[src/rtl/mux_scan_ctrl_pkg.sv]
// Shared definitions for the mux scan sequencer.
//   NCH  : number of mux channels
//   SELW : width of the channel select
//   CNTW : width of the dwell counter (settle time 0..15)
package mux_scan_ctrl_pkg;

    localparam int unsigned NCH  = 16;
    localparam int unsigned SELW = 4;
    localparam int unsigned CNTW = 4;

    // REPORT is not a state: it happens on the last capture edge of DWELL.
    typedef enum logic {
        ST_IDLE  = 1'b0,
        ST_DWELL = 1'b1
    } state_e;

endpackage

[src/rtl/mux_scan_next.sv]
// Combinational channel search for the scan sequencer.
//   mask  in  NCH   channel enables
//   cur   in  SELW  current channel
//   first in  1     1 = return the lowest enabled channel, ignoring cur
//   nxt   out SELW  next enabled channel above cur (0 when none)
//   last  out 1     no enabled channel remains above cur
module mux_scan_next
    import mux_scan_ctrl_pkg::*;
(
    input  logic [NCH-1:0]  mask,
    input  logic [SELW-1:0] cur,
    input  logic            first,
    output logic [SELW-1:0] nxt,
    output logic            last
);

    // Scan from the top down so the lowest qualifying index is written last.
    always_comb begin
        nxt  = '0;
        last = 1'b1;
        for (int unsigned i = NCH; i > 0; i--) begin
            if (mask[i-1] && (first || (SELW'(i-1) > cur))) begin
                nxt  = SELW'(i-1);
                last = 1'b0;
            end
        end
    end

endmodule

[src/rtl/mux_scan_ctrl.sv]
// Sequencer driving the select of a 16:1 mux and sampling its output.
//   clk, resetn   clock, asynchronous active-low reset
//   start         begin a sweep (IDLE only); latches mask and cont
//   abort         synchronous stop, wins over everything but reset
//   cont          1 = continuous sweeps, 0 = single sweep
//   mask          channel enables
//   f             mux output
//   t             mux select
//   sample        last completed sweep word
//   valid         one-cycle pulse when sample updates
//   changed       with valid: new sample differs from the previous one
//   busy          sweep in progress
//   done          one-cycle pulse at end of single sweep, abort, or empty start
module mux_scan_ctrl
    import mux_scan_ctrl_pkg::*;
#(
    parameter int unsigned SETTLE_CYCLES = 1
) (
    input  logic            clk,
    input  logic            resetn,
    input  logic            start,
    input  logic            abort,
    input  logic            cont,
    input  logic [NCH-1:0]  mask,
    input  logic            f,
    output logic [SELW-1:0] t,
    output logic [NCH-1:0]  sample,
    output logic            valid,
    output logic            changed,
    output logic            busy,
    output logic            done
);

    localparam logic [CNTW-1:0] SETTLE = CNTW'(SETTLE_CYCLES);

    state_e          state_q, state_d;
    logic [SELW-1:0] t_q, t_d;
    logic [CNTW-1:0] cnt_q, cnt_d;
    logic [NCH-1:0]  mask_q, mask_d;
    logic            cont_q, cont_d;
    logic [NCH-1:0]  shadow_q, shadow_d;
    logic [NCH-1:0]  sample_q, sample_d;
    logic            valid_q, valid_d;
    logic            changed_q, changed_d;
    logic            busy_q, busy_d;
    logic            done_q, done_d;

    logic [NCH-1:0]  first_mask;
    logic [SELW-1:0] first_ch;
    logic            first_none;
    logic [SELW-1:0] next_ch;
    logic            next_last;
    logic [NCH-1:0]  cap_word;

    // In IDLE the live mask is searched since it is only latched on this edge.
    assign first_mask = (state_q == ST_IDLE) ? mask : mask_q;

    mux_scan_next u_first (
        .mask  (first_mask),
        .cur   ('0),
        .first (1'b1),
        .nxt   (first_ch),
        .last  (first_none)
    );

    mux_scan_next u_next (
        .mask  (mask_q),
        .cur   (t_q),
        .first (1'b0),
        .nxt   (next_ch),
        .last  (next_last)
    );

    // Shadow with the current channel's bit replaced by f.
    always_comb begin
        cap_word      = shadow_q;
        cap_word[t_q] = f;
    end

    always_comb begin
        state_d   = state_q;
        t_d       = t_q;
        cnt_d     = cnt_q;
        mask_d    = mask_q;
        cont_d    = cont_q;
        shadow_d  = shadow_q;
        sample_d  = sample_q;
        valid_d   = 1'b0;
        changed_d = 1'b0;
        busy_d    = busy_q;
        done_d    = 1'b0;

        if (abort) begin
            state_d  = ST_IDLE;
            t_d      = '0;
            cnt_d    = '0;
            shadow_d = '0;
            busy_d   = 1'b0;
            done_d   = 1'b1;
        end else begin
            unique case (state_q)
                ST_IDLE: begin
                    if (start) begin
                        mask_d = mask;
                        cont_d = cont;
                        if (first_none) begin
                            done_d = 1'b1;
                        end else begin
                            state_d  = ST_DWELL;
                            t_d      = first_ch;
                            cnt_d    = '0;
                            shadow_d = '0;
                            busy_d   = 1'b1;
                        end
                    end
                end
                ST_DWELL: begin
                    if (cnt_q == SETTLE) begin
                        cnt_d = '0;
                        if (!next_last) begin
                            t_d      = next_ch;
                            shadow_d = cap_word;
                        end else begin
                            // Last capture edge doubles as the report edge.
                            sample_d  = cap_word;
                            valid_d   = 1'b1;
                            changed_d = (cap_word != sample_q);
                            shadow_d  = '0;
                            if (cont_q) begin
                                t_d = first_ch;
                            end else begin
                                state_d = ST_IDLE;
                                t_d     = '0;
                                busy_d  = 1'b0;
                                done_d  = 1'b1;
                            end
                        end
                    end else begin
                        cnt_d = cnt_q + 1'b1;
                    end
                end
                default: state_d = ST_IDLE;
            endcase
        end
    end

    always_ff @(posedge clk or negedge resetn) begin
        if (!resetn) begin
            state_q   <= ST_IDLE;
            t_q       <= '0;
            cnt_q     <= '0;
            mask_q    <= '0;
            cont_q    <= 1'b0;
            shadow_q  <= '0;
            sample_q  <= '0;
            valid_q   <= 1'b0;
            changed_q <= 1'b0;
            busy_q    <= 1'b0;
            done_q    <= 1'b0;
        end else begin
            state_q   <= state_d;
            t_q       <= t_d;
            cnt_q     <= cnt_d;
            mask_q    <= mask_d;
            cont_q    <= cont_d;
            shadow_q  <= shadow_d;
            sample_q  <= sample_d;
            valid_q   <= valid_d;
            changed_q <= changed_d;
            busy_q    <= busy_d;
            done_q    <= done_d;
        end
    end

    assign t       = t_q;
    assign sample  = sample_q;
    assign valid   = valid_q;
    assign changed = changed_q;
    assign busy    = busy_q;
    assign done    = done_q;

endmodule
[config.mk]
export PLATFORM = sky130hd
export DESIGN_NAME = mux_scan_ctrl
export DESIGN_NICKNAME = d
export VERILOG_FILES = /design/src/rtl/mux_scan_ctrl_pkg.sv /design/src/rtl/mux_scan_next.sv /design/src/rtl/mux_scan_ctrl.sv
export SDC_FILE = /design/constraint.sdc
export NUM_CORES = 1
export LEC_CHECK = 0
export CAP_MARGIN = 20
export CORE_MARGIN = 1
export CORE_UTILIZATION = 52
export CTS_BUF_LIST = sky130_fd_sc_hd__clkbuf_8 sky130_fd_sc_hd__clkbuf_16
export DETAILED_ROUTE_END_ITERATION = 6
export PLACE_DENSITY_LB_ADDON = 0.3
export SLEW_MARGIN = 20
export SYNTH_ARGS = -nofsm -noshare
export SYNTH_HDL_FRONTEND = slang
export SYNTH_HIERARCHICAL = 1
export SYNTH_SLANG_ARGS = --single-unit
[constraint.sdc]
create_clock -name clk -period 3.14 [get_ports clk]
set_input_delay 0.628 -clock clk [delete_from_list [all_inputs] [get_ports clk]]
set_output_delay 0.628 -clock clk [all_outputs]
set_load 0.03 [all_outputs]
# Word level (Yosys, flattened, before mapping)
# Cells that the tools add are included.
# word_totals
elab_cells	176
register_bits	62
out_inout_bits	24
in_bits	22
# classes
order_cmp	18
eq_ne	7
addsub	1
muxes	115
reduce_logical	22
n_bitwise	2
# ops
op	count
2-to-1 mux 4 bit	42
2-to-1 mux 16 bit	6
2-to-1 mux 1 bit	59
greater-than comparator 4 bit, first input constant	8
one-hot mux 16 bit (2 select lines)	1
logical AND 1 bit	17
bitwise mux 16 bit	1
greater-than comparator 3 x 4 -> 1 bit, first input constant	4
inequality test 16 bit	1
one-hot mux 4 bit (2 select lines)	2
inequality test 3 bit, second input constant	3
greater-than comparator 1 x 4 -> 1 bit, first input constant	2
greater-than comparator 2 x 4 -> 1 bit, first input constant	2
inequality test 3 x 2 -> 1 bit, second input constant	2
one-hot mux 1 bit (2 select lines)	3
AND reduction 3 bit	2
< comparator 4 x 5 -> 1 bit, second input constant	1
AND reduction 5 bit	1
adder 4 x 1 -> 4 bit, second input constant	1
demux 1 bit (select 4 bit)	1
equality test 4 x 1 -> 1 bit, second input constant	1
greater-or-equal comparator 4 x 1 -> 1 bit, second input constant	1
AND reduction 4 bit	1
inverter 1 bit	2
AND reduction 2 bit	1

# Logic depth before layout (Yosys ltp)
# depth
ltp_word	22
ltp_mapped	14
ltp_nobuf	11

# Hierarchy
# Netlist, hierarchy kept.
# modules_own_cells
mod	cells_per_inst	area_per_inst_um2	n_inst	seq_area_each_um2
mux_scan_ctrl	346	3452.1	1	1551.5
mux_scan_next at u_next	82	525.5	1	0.0
mux_scan_next at u_first	82	520.5	1	0.0

# Worst setup path after synthesis
# OpenSTA, ideal clock, no wires.
# synth_timing
kind	reg-to-reg
start	register state_q
end	register t_q[0], in the netlist t[0]
arrival_time_ps	3302
path_slack_ps	-226
path_stages_with_launch	15
path_buffers	3
cell_sequence	dfrtp_1 > buf_1 > buf_1 > mux2_2 > or2_2 > o211ai_1 > nand2_1 > nor2_1 > and2_1 > inv_1 > a211oi_1 > or2_2 > clkbuf_1 > a22o_1 > a21o_1
# synth_via
elab_cells_between_ends	45
classes_between	eq/ne (3); mux (40); bitwise (1); reduce/logical (1)
# synth_rtl
item	line	text
start, declared	mux_scan_ctrl.sv:36	state_e state_q, state_d;
start signal, assigned	mux_scan_ctrl.sv:161	state_q <= state_d;
2-to-1 mux 16 bit	mux_scan_ctrl.sv:56	assign first_mask = (state_q == ST_IDLE) ? mask : mask_q;
named net first_mask[12]	mux_scan_ctrl.sv:48	logic [NCH-1:0] first_mask;
2-to-1 mux 1 bit (13 in series)	mux_scan_next.sv:22	if (mask[i-1] && (first || (SELW'(i-1) > cur))) begin
named net first_none	mux_scan_ctrl.sv:50	logic first_none;
inequality test 3 bit (no line)	-	
AND reduction 3 bit (no line)	-	
end signal, assigned	mux_scan_ctrl.sv:162	t_q <= t_d;
end, declared	mux_scan_ctrl.sv:37	logic [SELW-1:0] t_q, t_d;
# The timed path passes the listed nets, and every way through them passes these cells. The select of a mux whose other input is x is not followed.
# A chain may end at the register's enable or synchronous reset.

# Final worst setup path
# layout_timing
start	register t_q[1], in the netlist t[1]
end	register shadow_q[13]
# layout_via
elab_chain_cells	22
elab_cells_between_ends	58
classes_between	order compare (18); mux (23); reduce/logical (17)
# layout_rtl
item	line	text
greater-than comparator 4 bit	mux_scan_next.sv:22	
logical AND 1 bit	mux_scan_next.sv:22	
2-to-1 mux 1 bit (15 in series)	mux_scan_next.sv:22	
2-to-1 mux 1 bit (*)	mux_scan_next.sv:22	
named net next_last	mux_scan_ctrl.sv:52	logic next_last;
2-to-1 mux 16 bit (*)	mux_scan_ctrl.sv:120	if (!next_last) begin
2-to-1 mux 16 bit (*)	mux_scan_ctrl.sv:118	if (cnt_q == SETTLE) begin
one-hot mux 16 bit (2 select lines) (*)	mux_scan_ctrl.sv:101	unique case (state_q)
2-to-1 mux 16 bit (*)	mux_scan_ctrl.sv:93	if (abort) begin
end signal, assigned	mux_scan_ctrl.sv:166	shadow_q <= shadow_d;
end, declared	mux_scan_ctrl.sv:41	logic [NCH-1:0] shadow_q, shadow_d;
# Mark *: on every way through the listed nets, which the timed path passes. The rest lies on a longest branch. The select of a mux whose other input is x is not followed.

==> metrics.csv <==
stage,metric,value,unit
critical_path,critical_path_class,flop to flop,
critical_path,cp-startpoint,t[1],
logic_synthesis,synth_warnings,6,
floorplan,fp.dieH,95.0,µm
floorplan,coreArea,0.00830,mm²
critical_path,endpoint_kind,flop,
final_layout,antennaDiodeCount,0,
critical_path,cp_data_arrival_time,3100,ps
place,dp_cells,667,
timing,finalWorstSetupSlack,300,ps
drt,wl_per_cell,16.7,µm
drt,final_antenna_net_count,0,
critical_path,worst_path_largest_cell_delay,590,ps
floorplan,io_pins,46,
timing,fmax,352,MHz
critical_path,critical_path.max_fanout,15,
floorplan,dieArea,0.00903,mm²
outcome,status,"finished, final reports clean",
critical_path,crit_chain,nor4_1 > o21ai_1 > nand4_1 > and4bb_1 > and2_1 > nor4b_2 > nand2_1 > o22ai_1,
clocking,ctsRootBufferMaster,clkbuf_8,
logic_synthesis,synth_top_area_share,34.5,%
critical_path,reg2reg_from,t[1],
critical_path,rrSetupSlack,300,ps
logic_synthesis,synth_ff_type,dfrtp_1,
floorplan,floorplan.rows,33,
final_layout,final_cells,683,
logic_synthesis,synthArstFlopShare,100,%
logic_synthesis,syn_avg_cell_area,8.82,µm²
global_routing,grt_first_pass_wirelength,18900,µm
global_routing,grt_pass1_vias,3825,
global_routing,track_usage,27.1,%
logic_synthesis,synth_largest_area_cell,dfrtp_1,
final_layout,layout.nets,597,
timing,rsz0062_at_grt,no,
logic_synthesis,ys_ff_latch,62,
clocking,cts_tree,done,
clocking,numCtsBuffers,9,
place,globalplace.congestion,0.926,
critical_path,critPathLaunchType,flop,
timing,hold_viol,0,
drt,finalWirelength,11400,µm
critical_path,crit-reg2reg-capture,shadow_q[13],
timing,report.final.slew_viol_count,0,
floorplan,start_util,54.2,%
logic_synthesis,netlist_area,0.00450,mm²
place,hpwl,7950,µm
drt,drc,0,
timing,timing.hold.ws,133,ps
logic_synthesis,syn_inst,510,
clocking,insertion_delay,350,ps
logic_synthesis,seq_area_frac_synth,34.5,%
timing,min_period,2840,ps
final_layout,fillers,681,
power_and_ir_drop,powerDensity,431,mW/mm²
clocking,cts_sinks,62,
timing,setup_viol_count_final,0,
critical_path,required,3400,ps
power_and_ir_drop,power.leakage,2.23,nW
global_routing,antenna_found_initial,0,
worst_hold_path,hp-class,input pin to async pin,
drt,routed-via-count,4193,
flow_run,cap_violations,0,
logic_synthesis,synth_edf_count,0,
timing,slew_headroom,58.7,%
timing,min_period_over_period,90.4,%
clocking,htreeDepth,3,
critical_path,slowest_stage,dfrtp_1,
final_layout,syn2layout_area_growth,18.5,%
drt,dr.pass1.iters,5,
global_routing,grt_overflow,0,
final_layout,drive_gt1_share,14.4,%
place,dp_slack,-20.3,ps
timing,worstMarginPinSlew,610,ps
global_routing,grt_max_degree,35,
floorplan,die_w,95.0,µm
place,io_buffers,45,
clocking,clk_pin_slew,70,ps
power_and_ir_drop,ir_drop,0.257,mV
critical_path,crit_end,shadow_q[13],
clocking,clock_path_buffers,2,
logic_synthesis,yosys.cell_types.count,70,
drt,drtIter0Drc,337,
timing,skew,7.16,ps
critical_path,reg2reg_depth,8,
logic_synthesis,synth.area.top_cells,"dfrtp_1, mux2_2, a21oi_1, nor2_1, mux2i_1",
drt,routed_via_density,6.14,
[logic make-up after synthesis]
| logic type | synth area share (%) |
|---|---|
| AND/OR/NAND/NOR | 22.1 |
| buffers and inverters | 6.76 |
| AO/OA/AOI/OAI | 23.3 |
| multiplexers | 11.7 |
| other | 0.167 |
| flip-flops | 34.5 |
| XOR/XNOR | 0.974 |
| adder cells (fa/ha/maj) | 0.556 |
[layer usage]
| layer | wire length (µm) | up-vias | track usage, % |
|---|---|---|---|
| li1 | - | 1988 | - |
| met1 | 5330 | 2008 | 38.8 |
| met2 | 5110 | 172 | 40.8 |
| met3 | 723 | 25 | 4.27 |
| met4 | 249 | 0 | 10.5 |
| met5 | 0 | - | 0 |
[power by group]
| group | internal (W) | total, W | switching [W] |
|---|---|---|---|
| clock network | 0.000385 | 0.000728 | 0.000343 |
| logic | 0.000294 | 0.000631 | 0.000337 |
| registers | 0.000852 | 0.000939 | 0.0000867 |
| total | 0.00153 | 0.00230 | 0.000766 |
[stage by stage]
| stage | power [W] | utilization [%] | setup TNS (ps) | instance area [µm²] |
|---|---|---|---|---|
| final | 0.00230 | 64.2 | 0 | 5330 |
| after global routing | 0.00241 | 64.2 | 0 | 5330 |
| after CTS | 0.00229 | 64.2 | 0 | 5330 |
| after detailed placement | 0.00156 | 61.8 | -52.9 | 5130 |
| after global placement | 0.00155 | 61.8 | 0 | 5130 |
| after floorplan | 0.00139 | - | 0 | 4610 |
[how the worst min path moves through the flow]
stage          startpoint        to  cells past startpoint
2_1_floorplan      resetn      busy                      0
6_report           resetn      busy                      1
3_5_place_dp     cnt_q[3]  cnt_q[3]                      1
3_3_place_gp     cnt_q[3]  cnt_q[3]                      1
4_1_cts            resetn      t[0]                      1
5_1_grt            resetn      busy                      1
[critical path: cells and delay by family, from the launching register on]
family          cells  cell delay [ps]
flops               1              590
compound gates      2              470
simple gates        6             1680
[cell usage after synthesis, types with 4 or more instances]
library cell and number:
nand4bb_1 8, dfrtp_1 62, o211ai_1 5, a22o_1 4, clkbuf_1 14, nor2_1 44, inv_1 26, nand4_1 6
a21oi_1 47, o211a_1 4, nand2b_1 13, nor2b_1 12, mux2_2 33, or2_2 5, mux2i_1 13, a32oi_1 6
a211oi_1 4, a21o_1 4, buf_2 12, nand3b_1 4, nand2_1 20, nor3_1 6, o21ai_0 21, buf_6 4
buf_4 5, nand4b_1 8, nand3_1 5, a31oi_1 8, o21ai_1 16, o22ai_1 19, nor3b_1 4
[repair_timing]
action                     CTS  global route
setup buffers                0             0
gates resized for setup      0             1
setup endpoints to repair    0            21
hold buffers                 0             0
[sequential cells by signal, summed over array words and instances (netlist names)]
signal,cells
busy,1
sample,16
mask_q,16
t,4
done,1
cont_q,1
changed,1
state_q,1
cnt_q,4
shadow_q,16
valid,1
[final cells by class]
type / instances / area [µm²] / area share [%]
clock inverter: 6 / 62.6 / 1.17
clock buffer: 10 / 138 / 2.58
sequential: 62 / 1550 / 29.1
tap: 105 / 131 / 2.46
timing repair buffer: 63 / 593 / 11.1
inverter: 26 / 97.6 / 1.83
multi-input combinational: 411 / 2760 / 51.7
[cell usage in the layout, fill, tap and decap left out, types with 10 or more instances in the layout]
cell type | netlist | layout
o21ai_0 | 21 | 21
nand2b_1 | 13 | 13
nor2_1 | 44 | 43
a21oi_1 | 47 | 47
clkdlybuf4s50_1 | 0 | 44
buf_4 | 5 | 17
o22ai_1 | 19 | 19
dfrtp_1 | 62 | 61
mux2_2 | 33 | 33
nand2_1 | 20 | 20
clkbuf_8 | 0 | 10
inv_1 | 26 | 27
mux2i_1 | 13 | 13
o21ai_1 | 16 | 16
nor2b_1 | 12 | 12
conb_1 | 2 | 29
(Power assumes the default switching activity.)
